[src/rtl/ifu_fetch_pkg.sv]
// rtl/ifu_fetch_pkg.sv - shared constants for the fetch unit and core
//
// Purpose: FSM state encodings, fetch fill instructions and ALU op codes
//          shared between the instruction fetch unit and the core.
// Ports:   none (package).
package ifu_fetch_pkg;

  // Fetch FSM states
  typedef enum logic [1:0] {
    S_REQ  = 2'd0,
    S_WAIT = 2'd1,
    S_HOLD = 2'd2
  } ifu_state_e;

  localparam logic [31:0] C_RESET_PC  = 32'h8000_0000;
  localparam logic [31:0] C_NOP_INST  = 32'h0000_0013;  // addi x0,x0,0
  localparam logic [31:0] C_EBRK_INST = 32'h0010_0073;  // ebreak

  // Core ALU operation codes
  typedef enum logic [3:0] {
    ALU_ADD  = 4'd0,
    ALU_SUB  = 4'd1,
    ALU_SLL  = 4'd2,
    ALU_SLT  = 4'd3,
    ALU_SLTU = 4'd4,
    ALU_XOR  = 4'd5,
    ALU_SRL  = 4'd6,
    ALU_SRA  = 4'd7,
    ALU_OR   = 4'd8,
    ALU_AND  = 4'd9
  } alu_op_e;

  // Low address bits of a fetch target; non-zero means not word aligned.
  function automatic logic is_misaligned(input logic [1:0] addr_lo);
    return addr_lo != 2'b00;
  endfunction

endpackage

[src/rtl/ifu_linebuf.sv]
// rtl/ifu_linebuf.sv - one-entry instruction line buffer with hit compare
//
// Purpose: remembers the last successfully fetched {tag, data} so a reload
//          of the same pc can skip the memory round trip.
// Ports:
//   clk_i          clock, rising edge
//   rst_i          asynchronous active-high reset, clears valid
//   fill_i         write tag/data and set valid
//   fill_tag_i     address of the fetched word
//   fill_data_i    fetched word
//   flush_i        clear valid (fence.i); wins over a same-cycle fill
//   lookup_tag_i   address being looked up
//   hit_o          valid entry whose tag matches lookup_tag_i
//   data_o         stored word
module ifu_linebuf (
  input  logic        clk_i,
  input  logic        rst_i,
  input  logic        fill_i,
  input  logic [31:0] fill_tag_i,
  input  logic [31:0] fill_data_i,
  input  logic        flush_i,
  input  logic [31:0] lookup_tag_i,
  output logic        hit_o,
  output logic [31:0] data_o
);

  logic        vld_q;
  logic [31:0] tag_q;
  logic [31:0] data_q;

  always_ff @(posedge clk_i or posedge rst_i) begin
    if (rst_i) begin
      vld_q  <= 1'b0;
      tag_q  <= '0;
      data_q <= '0;
    end else if (flush_i) begin
      // A fill racing a fence.i may carry pre-fence code; drop it.
      vld_q <= 1'b0;
    end else if (fill_i) begin
      vld_q  <= 1'b1;
      tag_q  <= fill_tag_i;
      data_q <= fill_data_i;
    end
  end

  assign hit_o  = vld_q && (tag_q == lookup_tag_i);
  assign data_o = data_q;

endmodule

[src/rtl/ifu_fetch.sv]
// rtl/ifu_fetch.sv - instruction fetch unit feeding the single-cycle core
//
// Purpose: holds the fetch pc, issues one imem read per instruction over a
//          valid/ready request + valid response channel, and presents a
//          stable cmd/pc pair with cmd_valid until the core retires it.
// Optional feature: define IFU_LINEBUF_EN to add a one-entry line buffer
//          (ifu_linebuf) giving 1-cycle reloads of the last fetched pc.
// Ports:
//   clk, rst                     clock / asynchronous active-high reset
//   pc_next, pc_load             core dnpc and retire strobe
//   flush                        fence.i buffer invalidate (linebuf build only)
//   pc, cmd, cmd_valid           fetched instruction and its address
//   fetch_err                    cmd is ebreak due to misalign or access fault
//   imem_req_valid/ready/addr    read request channel
//   imem_resp_valid/data/err     read response channel
module ifu_fetch
  import ifu_fetch_pkg::*;
#(
  parameter logic [31:0] RESET_PC  = C_RESET_PC,
  parameter logic [31:0] NOP_INST  = C_NOP_INST,
  parameter logic [31:0] EBRK_INST = C_EBRK_INST
) (
  input  logic        clk,
  input  logic        rst,
  input  logic [31:0] pc_next,
  input  logic        pc_load,
  input  logic        flush,
  output logic [31:0] pc,
  output logic [31:0] cmd,
  output logic        cmd_valid,
  output logic        fetch_err,
  output logic        imem_req_valid,
  input  logic        imem_req_ready,
  output logic [31:0] imem_req_addr,
  input  logic        imem_resp_valid,
  input  logic [31:0] imem_resp_data,
  input  logic        imem_resp_err
);

  ifu_state_e  state_q;
  logic [31:0] pc_q;
  logic [31:0] cmd_q;
  logic        cmd_valid_q;
  logic        fetch_err_q;

  logic        lb_hit;
  logic [31:0] lb_data;

`ifdef IFU_LINEBUF_EN
  logic lb_raw_hit;

  ifu_linebuf u_linebuf (
    .clk_i        (clk),
    .rst_i        (rst),
    .fill_i       (state_q == S_WAIT && imem_resp_valid && !imem_resp_err),
    .fill_tag_i   (pc_q),
    .fill_data_i  (imem_resp_data),
    .flush_i      (flush),
    .lookup_tag_i (pc_next),
    .hit_o        (lb_raw_hit),
    .data_o       (lb_data)
  );

  // flush coinciding with pc_load forces a real fetch
  assign lb_hit = lb_raw_hit && !flush;
`else
  logic unused_flush;

  assign unused_flush = flush;
  assign lb_hit       = 1'b0;
  assign lb_data      = '0;
`endif

  always_ff @(posedge clk or posedge rst) begin
    if (rst) begin
      state_q     <= S_REQ;
      pc_q        <= RESET_PC;
      cmd_q       <= NOP_INST;
      cmd_valid_q <= 1'b0;
      fetch_err_q <= 1'b0;
    end else begin
      case (state_q)
        S_REQ: begin
          if (imem_req_ready) state_q <= S_WAIT;
        end
        S_WAIT: begin
          if (imem_resp_valid) begin
            cmd_q       <= imem_resp_err ? EBRK_INST : imem_resp_data;
            fetch_err_q <= imem_resp_err;
            cmd_valid_q <= 1'b1;
            state_q     <= S_HOLD;
          end
        end
        S_HOLD: begin
          if (pc_load) begin
            pc_q <= pc_next;
            if (is_misaligned(pc_next[1:0])) begin
              // Never put a misaligned address on the bus; fault locally.
              cmd_q       <= EBRK_INST;
              fetch_err_q <= 1'b1;
              cmd_valid_q <= 1'b1;
            end else if (lb_hit) begin
              cmd_q       <= lb_data;
              fetch_err_q <= 1'b0;
              cmd_valid_q <= 1'b1;
            end else begin
              cmd_q       <= NOP_INST;
              fetch_err_q <= 1'b0;
              cmd_valid_q <= 1'b0;
              state_q     <= S_REQ;
            end
          end
        end
        default: state_q <= S_REQ;
      endcase
    end
  end

  // Request valid is decoded from state but must not leak out during reset.
  assign imem_req_valid = (state_q == S_REQ) && !rst;
  assign imem_req_addr  = {pc_q[31:2], 2'b00};

  assign pc        = pc_q;
  assign cmd       = cmd_q;
  assign cmd_valid = cmd_valid_q;
  assign fetch_err = fetch_err_q;

endmodule

[config.mk]
export PLATFORM = sky130hd
export DESIGN_NAME = ifu_fetch
export DESIGN_NICKNAME = d
export VERILOG_FILES = /design/src/rtl/ifu_fetch_pkg.sv /design/src/rtl/ifu_linebuf.sv /design/src/rtl/ifu_fetch.sv
export SDC_FILE = /design/constraint.sdc
export NUM_CORES = 1
export LEC_CHECK = 0
export ABC_AREA = 1
export CORE_MARGIN = 1
export CORE_UTILIZATION = 43
export DETAILED_ROUTE_END_ITERATION = 8
export PLACE_DENSITY_LB_ADDON = 0.15
export SKIP_CTS_REPAIR_TIMING = 1
export SLEW_MARGIN = 20
export SYNTH_ARGS = -nofsm -noshare
export SYNTH_HDL_FRONTEND = slang
export SYNTH_SLANG_ARGS = --single-unit
[constraint.sdc]
create_clock -name clk -period 4.8 [get_ports clk]
set_input_delay 0.96 -clock clk [delete_from_list [all_inputs] [get_ports clk]]
set_output_delay 0.96 -clock clk [all_outputs]
set_load 0.01 [all_outputs]
Word-level counts from Yosys, hierarchy flattened

Index checks and enable logic that the tools add are counted.

Equal/unequal tests: 6
Mux-type cells: 16
Reductions and logical operators: 8

Operators by type and width:

| operator             | count |
|---|---|
| $mux W32             | 3 |
| $pmux W32 S2         | 1 |
| $mux W21             | 1 |
| $mux W2              | 4 |
| $ne A2 B2 Y1 const B | 4 |
| $pmux W2 S3          | 1 |
| $mux W1              | 4 |
| $pmux W1 S2          | 2 |
| $reduce_and A4 Y1    | 1 |
| $reduce_bool A2 Y1   | 2 |
| $reduce_and A3 Y1    | 1 |
| $eq A2 B1 Y1 const B | 1 |
| $eq A2 B2 Y1 const B | 1 |
| $logic_not A2 Y1     | 1 |
| $reduce_and A2 Y1    | 1 |
| $logic_and A1 B1 Y1  | 1 |
| $logic_not A1 Y1     | 1 |

Flip-flop bits (word level): 68
Input port bits: 71
Output and inout port bits: 99
Logic and storage cells: 35

Longest topological paths before layout

Gate-level depths: netlist (run 1).

Depth in word-level cells: 4
Gate-level depth with buffers: 7
Mapped depth without buffers: 6

Worst setup path before layout (run 1)

Ideal clock, no wire load.

Path type: input to output
From: in rst
To: out imem_req_valid
Arrival: 1219 ps
Data required time: 3840 ps
Path slack: 2621 ps
Stages on the path: 1
Path buffers: 0
Cells stage by stage: nor3_1

Word-level cells in the longest chain between the ends: 2

Ends and longest elaborated chain:

| item                | RTL line         | RTL |
|---|---|---|
| start: declaration  | ifu_fetch.sv:24  | `input logic rst,` |
| $logic_not A1 Y1    | ifu_fetch.sv:120 | `assign imem_req_valid = (state_q == S_REQ) && !rst;` |
| $logic_and A1 B1 Y1 | ifu_fetch.sv:120 |  |
| end: declaration    | ifu_fetch.sv:32  | `output logic imem_req_valid,` |

No other way between the ends.

Worst setup path in the final report (run 1)

Same ends and word-level chain as after synthesis.

==> results of run 1 <==
[flip-flops by register name, summed over array words and instances, names as in the netlist]
| signal | cells |
|---|---|
| state_q | 2 |
| fetch_err | 1 |
| cmd | 32 |
| cmd_valid | 1 |
| pc | 32 |
[cell usage after synthesis]
master	number
inv_1	8
buf_2	8
dfstp_2	4
nand2_4	1
buf_6	8
nor3_1	1
nand2_1	205
conb_1	1
o21ai_0	2
nand3_4	2
nor2_4	1
nor2_1	29
buf_4	37
dfrtp_1	64
clkbuf_1	1
o31ai_1	1
inv_2	2
nand3_1	37
[how the worst min path moves through the flow]
stage | end | cells past startpoint
floorplan | pc[31] | 2
global placement | pc[31] | 2
detailed placement | pc[31] | 2
CTS | pc[31] | 2
global route | pc[31] | 2
finish | pc[31] | 2
[cell type report]
type | instances | area (µm²)
clock inverters | 2 | 35.03
clock buffers | 14 | 152.6
inverters | 10 | 37.54
multi-input cells | 281 | 1151
well taps | 99 | 123.9
fillers | 623 | 2447
flip-flops and latches | 68 | 1707
repair buffers | 168 | 1677
[cell families after synthesis]
| group | Yosys count | share of synthesized area (%) |
|---|---|---|
| AOI/OAI and AO/OA | 3 | 0.5304 |
| buffers and inverters | 64 | 13.60 |
| DFF | 68 | 51.67 |
| other | 1 | 0.1135 |
| and+or+nand+nor | 276 | 34.09 |
[per-layer routing]
layer,GRT usage (%),wire length (µm),up-vias
met3,5.941,735,5
met1,24.01,3388,1434
met2,39.12,4300,112
met5,0,0,-
li1,-,-,1474
met4,7.792,72,0
[worst reg2reg max path: cells and delay by family (launching register included)]
| kind | cells | cell delay (ps) |
|---|---|---|
| buffers and inverters | 2 | 680 |
| DFF | 1 | 500 |
| and+or+nand+nor | 4 | 720 |
[power breakdown]
group	switching (mW)	internal, mW	total, mW	leakage [nW]
Combinational	0.678	0.810	1.49	1.43
Clock	0.202	0.255	0.456	0.0947
Sequential	0.179	0.839	1.02	0.861
Total	1.06	1.90	2.96	2.38
==> metrics.csv, run 1 <==
stage,metric,value,unit
worst_setup_path,worst reg2reg path depth,6,
sta,Final min period,3058,ps
clock_tree,H-tree Lvls,3,
worst_setup_path,CP cell instances,clkdlybuf4s50_1 -> nor3_1 -> clkdlybuf4s50_1,
worst_setup_path,critical path startpoint category,primary input,
sta,Max Freq,327.0,MHz
sta,TNS Setup,0,ps
worst_setup_path,CP dominant cell by count,clkdlybuf4s50_1,
cells_and_area,final non-filler cell total,642,
logic_synthesis,#FFs+latches synth,68,
route,DRC,0,
cells_and_area,area delta synth->final,47.84,%
grt,antenna violations before repair,0,
worst_setup_path,critical path's slowest cell,clkdlybuf4s50_1,
cells_and_area,"commonest non-fill, non-tap cell in the layout",nand2_1,
worst_setup_path,cell family with most CP delay,buffers and inverters,
floorplan,die area,8036,µm²
route,drt wl/cell,13.24,µm
logic_synthesis,Synth Area per Inst,8.017,µm²
logic_synthesis,synth top area cells,"dfrtp_1 48%, nand2_1 23%, buf_4 8.4%, nand3_1 5.6%, nor2_1 3.3%",
placed_design,placed insts,626,
worst_setup_path,WP depth,3,
sta,RSZ-0062 raised after global routing,no,
clock_tree,clk sink count,68,
worst_setup_path,register-to-register setup slack,2800,ps
floorplan,Cell Rows,31,
worst_setup_path,CP bufs+invs,2,
logic_synthesis,leading area contributor after synthesis,dfrtp_1,
floorplan,chip width,89.65,µm
job,max-cap violations,0,
route,Antenna Nets Post-Route,0,
logic_synthesis,register area share after synthesis,51.67,%
worst_setup_path,Crit Path Category,in -> out,
floorplan,Ports,170,
worst_setup_path,Reg2Reg Capture Point,cmd[20],
clock_tree,CTS root buf,clkbuf_8,
route,final WL,8497,µm
clock_tree,clk_lat worst skew,330,ps
worst_setup_path,"slowest stage delay, CP",560,ps
route,Pre-antenna DRT Iters,4,
sta,Final Max Slew Viols,0,
worst_setup_path,CP required,3840,ps
cells_and_area,layout cells sized above 1,4.604,%
worst_setup_path,worst setup path start,rst,
sta,relative slew slack,38.91,%
worst_setup_path,crit end category,output port,
placed_design,Final GP Congestion,0.7016,
logic_synthesis,Cells after Synth,412,
floorplan,Chip Height,89.65,µm
clock_tree,TritonCTS clock tree,done,
grt,Total GRT Usage,21.50,%
sta,Least-Margin Pin Slew,914.9,ps
floorplan,Core Region,7331,µm²
placed_design,post-detail-place hpwl,5874,µm
sta,final worst setup slack,1742,ps
hold_path,Hold/Removal Path Class,reg -> reg,
cells_and_area,post-layout util,66.62,%
placed_design,DP Area,4696,µm²
clock_tree,TritonCTS buffer count,9,
sta,tightest hold margin,475.8,ps
grt,global-route wire length before repair,13070,µm
logic_synthesis,Yosys warnings,0,
cells_and_area,post-route cell area,4883,µm²
cells_and_area,Final nets,609,
route,total number of vias,3025,
sta,clk_skew,5.874,ps
sta,final period utilization,63.70,%
pwr,leakage power,2.383,nW
grt,largest net degree at the start of global routing,70,
route,drt initial violations,104,
hold_path,hold path startpoint,pc[31],
worst_setup_path,R2R Path Start,state_q[0],
clock_tree,CTS Buffer Depth,2,
placed_design,DP Worst Slack,1734,ps
sta,hold violation count in the final report,0,
clock_tree,Clock transition at path regs,70,ps
logic_synthesis,number of distinct library cells after synthesis,18,
pwr,Power Density,606.6,nW/µm²
cells_and_area,most frequent cells in the layout,"205 x nand2_1, 166 x clkdlybuf4s50_1, 64 x dfrtp_1",
logic_synthesis,Netlist Area Pre-Place,3303,µm²
worst_setup_path,Worst Path Max Fanout,2,
placed_design,Port Buf Inserts,166,
worst_setup_path,CP Data Arrival Time,2100,ps
route,Via density,4.712,
sta,Final Setup Violations,0,
cells_and_area,ANT cells,0,
floorplan,Initial Util,45.06,%
grt,GR Overflow Total,0,
outcome,status,finished clean,
worst_setup_path,Critical Path End,imem_req_valid,
pwr,Overall Power,2.962,mW
pwr,VDD IR max,0.0002533,V
logic_synthesis,share of the synthesized area in the top cell type,48.48,%
grt,number of global-route vias before repair,2825,
Note: power is estimated with default switching activity, not from simulation.
==> run 2: changes to the inputs <==
Settings changed: CORE_UTILIZATION 43 to 40.
Clock period 4.8 ns to 3.13 ns, I/O delays scaled along.
==> metrics.csv, run 2 (same netlist as run 1, synthesis figures left out) <==
stage,metric,value,unit,change
hold_path,hold path startpoint,pc[31],,unchanged
route,DRC,0,,unchanged
worst_setup_path,worst reg2reg path depth,5,,was 6
cells_and_area,"commonest non-fill, non-tap cell in the layout",nand2_1,,unchanged
placed_design,Final GP Congestion,0.7497,,was 0.7016
cells_and_area,layout cells sized above 1,5.839,%,was 4.604%
placed_design,DP Worst Slack,744.9,ps,was 1734 ps
sta,Final Max Slew Viols,0,,unchanged
route,total number of vias,3019,,was 3025
worst_setup_path,worst setup path start,rst,,unchanged
sta,final period utilization,75.96,%,
hold_path,Min-Delay Path Depth,2,,unchanged
worst_setup_path,CP bufs+invs,2,,unchanged
worst_setup_path,WP depth,3,,unchanged
route,Antenna Nets Post-Route,0,,unchanged
clock_tree,TritonCTS clock tree,done,,unchanged
grt,antenna violations before repair,0,,unchanged
sta,Max Freq,420.6,MHz,
floorplan,chip width,92.88,µm,was 89.65 µm
cells_and_area,final non-filler cell total,650,,was 642
worst_setup_path,Reg2Reg Capture Point,cmd[9],,was cmd[20]
sta,Final min period,2378,ps,
route,drt initial violations,94,,was 104
route,Top Metal Used,met4,,unchanged
cells_and_area,post-route cell area,4967,µm²,was 4883 µm²
grt,largest net degree at the start of global routing,37,,was 70
placed_design,placed insts,634,,was 626
outcome,status,finished clean,,unchanged
sta,tightest hold margin,484.1,ps,was 475.8 ps
grt,global-route wire length before repair,14080,µm,was 13070 µm
clock_tree,clk_lat worst skew,340,ps,was 330 ps
floorplan,Core Region,7848,µm²,was 7331 µm²
worst_setup_path,"slowest stage delay, CP",560,ps,about the same
sta,TNS Setup,0,ps,unchanged
sta,Final Setup Violations,0,,unchanged
worst_setup_path,Crit Path Category,in -> out,,unchanged
worst_setup_path,CP cell instances,clkdlybuf4s50_1 -> nor3_1 -> clkdlybuf4s50_1,,unchanged
worst_setup_path,crit end category,output port,,unchanged
cells_and_area,fill count,707,,was 623
worst_setup_path,cell family with most CP delay,buffers and inverters,,unchanged
route,final WL,8611,µm,was 8497 µm
route,met2 wire len,4285,µm,was 4300 µm
worst_setup_path,critical path's slowest cell,clkdlybuf4s50_1,,unchanged
grt,Total GRT Usage,21.17,%,was 21.50%
floorplan,Chip Height,92.88,µm,was 89.65 µm
clock_tree,clk sink count,68,,unchanged
route,drt wl/cell,13.25,µm,was 13.24 µm
worst_setup_path,Critical Path End,imem_req_valid,,unchanged
placed_design,DP Area,4750,µm²,was 4696 µm²
worst_setup_path,R2R Path Start,state_q[1],,was state_q[0]
cells_and_area,ANT cells,0,,unchanged
pwr,leakage power,2.424,nW,was 2.383 nW
clock_tree,CTS root buf,clkbuf_8,,unchanged
cells_and_area,area delta synth->final,50.38,%,was 47.84%
route,Via density,4.645,,was 4.712
grt,GR Overflow Total,0,,unchanged
placed_design,post-detail-place hpwl,6104,µm,was 5874 µm
cells_and_area,Final nets,614,,was 609
worst_setup_path,register-to-register setup slack,1440,ps,was 2800 ps
clock_tree,Clock transition at path regs,70,ps,about the same
route,Pre-antenna DRT Iters,4,,unchanged
job,max-cap violations,0,,unchanged
worst_setup_path,Worst Path Max Fanout,2,,unchanged
placed_design,Port Buf Inserts,166,,unchanged
sta,RSZ-0062 raised after global routing,no,,unchanged
sta,relative slew slack,48.41,%,was 38.91%
clock_tree,H-tree Lvls,3,,unchanged
clock_tree,TritonCTS buffer count,9,,unchanged
route,WL met1,3440,µm,was 3388 µm
floorplan,Initial Util,42.09,%,was 45.06%
clock_tree,CTS Buffer Depth,2,,unchanged
worst_setup_path,critical path startpoint category,primary input,,unchanged
sta,clk_skew,6.626,ps,was 5.874 ps
sta,hold violation count in the final report,0,,unchanged
worst_setup_path,CP required,2500,ps,was 3840 ps
cells_and_area,most frequent cells in the layout,"205 x nand2_1, 166 x clkdlybuf4s50_1, 64 x dfrtp_1",,unchanged
route,routed length on met3,719,µm,was 735 µm
pwr,VDD IR max,0.0003728,V,was 0.0002533 V
floorplan,die area,8626,µm²,was 8036 µm²
floorplan,Ports,170,,unchanged
worst_setup_path,CP Data Arrival Time,1750,ps,was 2100 ps
grt,number of global-route vias before repair,2878,,was 2825
hold_path,Hold/Removal Path Class,reg -> reg,,unchanged
worst_setup_path,CP dominant cell by count,clkdlybuf4s50_1,,unchanged
pwr,Power Density,933.3,nW/µm²,was 606.6 nW/µm²
sta,final worst setup slack,752.5,ps,was 1742 ps
sta,Least-Margin Pin Slew,772.8,ps,was 914.9 ps
floorplan,Cell Rows,32,,was 31
run 2: per-stage QoR:
stage	total power, mW	utilization (%)
finish	4.636	63.30
global route	4.964	63.30
CTS	4.704	63.30
detailed placement	3.891	60.52
global placement	3.835	60.52
floorplan	2.807	-
run 2: worst reg2reg max path: stages, from the launching register on:
cell	delay (ps)
dfrtp_1	460
inv_2	140
nand3_4	360
nand2_4	480
nand2_1	100
nand2_1	90
run 2: how the worst min path moves through the flow:
stage          endpoint  slack [ps]
6_report         pc[31]         480
5_1_grt          cmd[4]         510
4_1_cts          pc[31]         490
3_5_place_dp      pc[0]         470
3_3_place_gp     pc[31]         470
2_1_floorplan    pc[31]         480
run 2: layer usage:
layer	GRT usage, %	up-vias
met5	0	-
met4	8.718	0
met3	6.076	13
met2	35.78	120
met1	25.14	1397
li1	-	1489
run 2: area by class of cell:
cell class	instances	area (µm²)	share of cell area [%]
Timing Repair Buffer	173	1727	34.76
Sequential cell	68	1707	34.36
Multi-Input combinational cell	281	1151	23.17
Clock buffer	12	145.1	2.922
Tap cell	102	127.6	2.569
Clock inverter	4	72.57	1.461
Inverter	10	37.54	0.7557
run 2: power by group:
part	switching [mW]	internal [mW]	leakage (nW)
Clock	0.317	0.470	0.107
Combinational	1.04	1.25	1.46
Sequential	0.273	1.29	0.861
